**src/rtl/stream_mux4x.sv**
```systemverilog
// ---------------------------------------------------------------------------
// stream_mux4x
//   Registered N-to-1 stream multiplexer with valid/ready handshakes on every
//   channel. In fixed mode (i_mode=0) i_sel picks the source channel. In
//   round-robin mode (i_mode=1) the block grants the first valid channel
//   above the last round-robin winner, wrapping to 0.
//
//   A single output register holds one word. It reloads whenever it is empty
//   or being drained in the same cycle, so a continuous stream runs at one
//   word per clock.
//
// Parameters
//   WIDTH     data bits per channel (>=1)
//   CHANNELS  number of input channels (2..16)
//   SEL_W     channel-index width, equal to clog2(CHANNELS)
//
// Ports
//   i_clk        rising-edge clock
//   i_rst_n      asynchronous active-low reset
//   i_mode       0 = fixed select, 1 = round-robin
//   i_sel        source channel in fixed mode
//   i_in_data    packed channel data, channel i at [i*WIDTH +: WIDTH]
//   i_in_valid   per-channel valid
//   o_in_ready   per-channel ready, at most one bit high
//   o_out_data   registered output word
//   o_out_valid  output register holds a word
//   i_out_ready  downstream accepts the word
//   o_out_chan   channel that supplied o_out_data
// ---------------------------------------------------------------------------
module stream_mux4x #(
  parameter int WIDTH    = 8,
  parameter int CHANNELS = 4,
  parameter int SEL_W    = 2
) (
  input  logic                      i_clk,
  input  logic                      i_rst_n,
  input  logic                      i_mode,
  input  logic [SEL_W-1:0]          i_sel,
  input  logic [CHANNELS*WIDTH-1:0] i_in_data,
  input  logic [CHANNELS-1:0]       i_in_valid,
  output logic [CHANNELS-1:0]       o_in_ready,
  output logic [WIDTH-1:0]          o_out_data,
  output logic                      o_out_valid,
  input  logic                      i_out_ready,
  output logic [SEL_W-1:0]          o_out_chan
);

  localparam int NSEL = 2 ** SEL_W;

  // Output register and round-robin pointer
  logic [WIDTH-1:0] r_data;
  logic [SEL_W-1:0] r_chan;
  logic             r_valid;
  logic [SEL_W-1:0] r_last;

  // Combinational selection
  logic             w_load;
  logic [NSEL-1:0]  w_valid_pad;
  logic [SEL_W:0]   w_idx;
  logic             w_rr_found;
  logic [SEL_W-1:0] w_rr_chan;
  logic             w_fix_ok;
  logic             w_cand_ok;
  logic [SEL_W-1:0] w_cand;
  logic             w_cand_valid;
  logic [WIDTH-1:0] w_cand_data;
  logic             w_xfer;

  // The register can take a new word when empty or when its word leaves now.
  assign w_load = !r_valid || i_out_ready;

  // NOTE: every signal written here gets a default first, so no path leaves
  // a value unassigned and no latch is inferred.
  always_comb begin
    // Pad valid to the full index range so a select beyond CHANNELS reads 0.
    w_valid_pad                 = '0;
    w_valid_pad[CHANNELS-1:0]   = i_in_valid;

    // Round-robin search from r_last+1 upward, wrapping at CHANNELS.
    w_rr_found = 1'b0;
    w_rr_chan  = '0;
    w_idx      = '0;
    for (int k = 1; k <= CHANNELS; k++) begin
      w_idx = {1'b0, r_last} + (SEL_W+1)'(k);
      if (w_idx >= (SEL_W+1)'(CHANNELS)) begin
        w_idx = w_idx - (SEL_W+1)'(CHANNELS);
      end
      if (!w_rr_found && w_valid_pad[w_idx[SEL_W-1:0]]) begin
        w_rr_found = 1'b1;
        w_rr_chan  = w_idx[SEL_W-1:0];
      end
    end

    // Fixed mode has a candidate only for an in-range select.
    w_fix_ok = ({1'b0, i_sel} < (SEL_W+1)'(CHANNELS));

    w_cand       = i_mode ? w_rr_chan  : i_sel;
    w_cand_ok    = i_mode ? w_rr_found : w_fix_ok;
    w_cand_valid = w_cand_ok && w_valid_pad[w_cand];

    w_cand_data = '0;
    for (int i = 0; i < CHANNELS; i++) begin
      if (w_cand == SEL_W'(i)) begin
        w_cand_data = i_in_data[i*WIDTH +: WIDTH];
      end
    end

    // Ready follows load, not valid; it is forced low while in reset so no
    // handshake can complete then.
    o_in_ready = '0;
    for (int i = 0; i < CHANNELS; i++) begin
      o_in_ready[i] = i_rst_n && w_cand_ok && w_load && (w_cand == SEL_W'(i));
    end

    w_xfer = i_rst_n && w_load && w_cand_valid;
  end

  // NOTE: sequential state uses non-blocking assignments so all registers
  // update together from values sampled before the edge.
  always_ff @(posedge i_clk or negedge i_rst_n) begin
    if (!i_rst_n) begin
      r_valid <= 1'b0;
      r_data  <= '0;
      r_chan  <= '0;
      // Pointer at the top channel so channel 0 wins the first arbitration.
      r_last  <= SEL_W'(CHANNELS - 1);
    end else begin
      if (w_load) begin
        // With no transfer the register empties but keeps its last contents.
        r_valid <= w_xfer;
        if (w_xfer) begin
          r_data <= w_cand_data;
          r_chan <= w_cand;
        end
      end
      // Fixed-mode transfers leave the round-robin history untouched.
      if (w_xfer && i_mode) begin
        r_last <= w_cand;
      end
    end
  end

  assign o_out_data  = r_data;
  assign o_out_valid = r_valid;
  assign o_out_chan  = r_chan;

endmodule
```
**config.mk**
```make
export PLATFORM = sky130hd
export DESIGN_NAME = stream_mux4x
export DESIGN_NICKNAME = d
export VERILOG_FILES = /design/src/rtl/stream_mux4x.sv
export SDC_FILE = /design/constraint.sdc
export NUM_CORES = 1
export LEC_CHECK = 0
export CAP_MARGIN = 15
export CORE_MARGIN = 3
export CORE_UTILIZATION = 40
export DETAILED_ROUTE_END_ITERATION = 16
export PLACE_DENSITY = 0.84
export RECOVER_POWER = 25
export SETUP_SLACK_MARGIN = 0.15
export SLEW_MARGIN = 5
export SYNTH_ARGS = -nofsm -noshare
export SYNTH_HDL_FRONTEND = slang
export SYNTH_SLANG_ARGS = --single-unit
export TNS_END_PERCENT = 5
```
**constraint.sdc**
```tcl
create_clock -name i_clk -period 6.4 [get_ports i_clk]
set_input_delay 0.64 -clock i_clk [delete_from_list [all_inputs] [get_ports i_clk]]
set_output_delay 0.64 -clock i_clk [all_outputs]
set_load 0.02 [all_outputs]
```
==> results.ini <==
[final_layout]
seq_area_sq_um = 328
area_delta_synth_final_pct = 59.2
multi_input_area_sq_um = 578
num_antenna_cells = 0
drive_gt1_share_pct = 16.2
fill_cells = 172
fin_area_sq_um = 1560
layout.nets = 185

[timing]
tightestPinTransition_ps = 575
fin_crit_sh_pct = 55.5
rsz0062_at_grt = no
fin_crit_ps = 3550
setup_violations = 0
max_freq_mhz = 282
drv_slew = 0
finalHoldViolCount = 0
relSlewSlack_pct = 61.5
fin_skew_ps = 4.75
setup_tns_ps = 0

[placement]
hpwl_um = 2250
port_buffers = 56
place_area_sq_um = 1530
gp_congestion = 0.862

[clocking]
ctsHoldBuffers = 0
htree_levels = 1
clockBufferDepth = 2
clock_latency_ps = 270
cts.sinks = 13
cts_resized = 0
clk_pin_slew_ps = 80
cts-buffers-inserted = 3
cts_tree = built
clockRootBuffer = clkbuf_4
cts_setup_buffers = 0

[detailed_routing]
routed_wl_um = 2750
antenna_left = 0
drt_iter0_markers = 18
routedWlPerCell_um = 16.2
viasPerCell = 5.55
drc = 0
drt_pass1_iterations = 4
dr_total_vias = 943

[floorplanning]
die_y_um = 55.5
initial_core_util_pct = 43.0
ios = 57
die_area_sq_um = 3080
rows = 17
die_w_um = 55.5
core_sq_um = 2280

[job]
cap_violations = 0

[power_and_ir_drop]
power_density_nw_per_um2 = 323
ir_drop_v = 0.000172
p_leak_nw = 0.625

[critical_path]
start_kind = input port
crit_arrival_ps = 2910
critPathKind = input port to output pin
crit_path_end_kind = output pin
reg2reg_depth = 6
crit_required_ps = 5760
critPathMaxFanout = 10
rrSetupSlack_ps = 3870

[synth]
yosys-top-cells-count = dfrtp_1, nand2_1, mux4_2
yosys-top-cells-area = dfrtp_1, mux4_2, mux2_2
async_reset_ff_share_pct = 100
seq_area_frac_synth_pct = 33.5
syn_nets = 130
synthesis.area_sq_um = 978
yosys_register_bits = 13
synth_top_area_share_pct = 28.1
synth.most_common_cell = dfrtp_1
synth_edf_count = 0
yosysWarningCount = 0
ys.flop_type = dfrtp_1
synthCells = 88
avgSynthCellArea_sq_um = 11.1
yosys.area.top_type = dfrtp_1
synth.distinct_cells = 31

[status]
outcome = complete, no violations

[grt]
overflow = 0
track_usage_pct = 19.1
grt_max_degree = 15
grt_pass1_wl_um = 4600
grt_pass1_vias = 939
antenna_found_initial = 0

[worst_hold_path]
hold_class = flop to flop
hold_path_depth = 1

==> area by class of cell <==
cell class / instances / share of cell area, %
timing repair buffer: 57 / 36.5
sequential: 13 / 21.0
inverter: 6 / 1.45
clock buffer: 4 / 1.69
multi-input combinational: 62 / 37.1
tap: 28 / 2.25
==> sequential cells by signal, indices dropped and copies added, names as in the netlist <==
signal,count
r_last,2
o_out_valid,1
o_out_chan,2
o_out_data,8
==> where the power goes <==
part / total (mW) / switching (mW) / internal (mW) / leakage [nW]
clock network: 0.0496 / 0.0255 / 0.0241 / 0.0150
logic: 0.295 / 0.132 / 0.162 / 0.458
registers: 0.159 / 0.0323 / 0.127 / 0.152
==> kinds of logic after synthesis <==
group	count (synthesis)	synth area share [%]
AND/OR/NAND/NOR	25	12.4
flip-flops	13	33.5
buffers and inverters	13	7.42
multiplexers	22	35.6
AO/OA/AOI/OAI	15	11.1
==> path summary, 6_finish.rpt <==
kind	start	end
setup reg to reg	r_last[0]	o_out_data[7]
hold reg to reg	o_out_chan[1]	o_out_chan[1]
hold / removal	o_out_chan[1]	o_out_chan[1]
min in group asynchronous	i_rst_n	o_out_chan[1]
setup / recovery	i_in_valid[3]	o_in_ready[3]
max in group asynchronous	i_rst_n	r_last[1]
==> worst max-delay path, stage by stage <==
cell             delay (ps)
clkdlybuf4s50_1         640
mux2i_1                 130
a32oi_1                 190
o21ai_0                  90
a31oi_1                 350
nand2b_1                160
nor2_1                  110
clkdlybuf4s50_1         600
==> stage by stage <==
stage | hold WS [ps] | utilization [%] | instances | worst slack (ps) | total power, mW
after floorplan | 344 | - | 88 | 3720 | 0.338
after global placement | 475 | 67.3 | 166 | 2920 | 0.449
after detailed placement | 478 | 67.3 | 166 | 2860 | 0.458
after CTS | 500 | 68.4 | 170 | 2860 | 0.509
after global routing | 528 | 68.4 | 170 | 2560 | 0.535
final | 495 | 68.4 | 170 | 2850 | 0.503
==> per-layer routing <==
metal	global-route usage [%]	share of wire, %
met1	22.5	39
met3	4.67	9.2
met2	32.6	50
met4	8.33	1.7
met5	0	0
==> cell usage in the layout (no fill, tap or decap), drive strengths merged, types with 2 or more instances in the layout <==
cell / n
a31oi: 5
clkbuf: 4
clkdlybuf4s50: 55
dfrtp: 11
dfstp: 2
inv: 6
mux2: 9
mux2i: 4
mux4: 9
nand2: 9
nand2b: 4
nand3: 2
nor2: 5
o21ai: 5
Power figures use the tool's default switching activity.
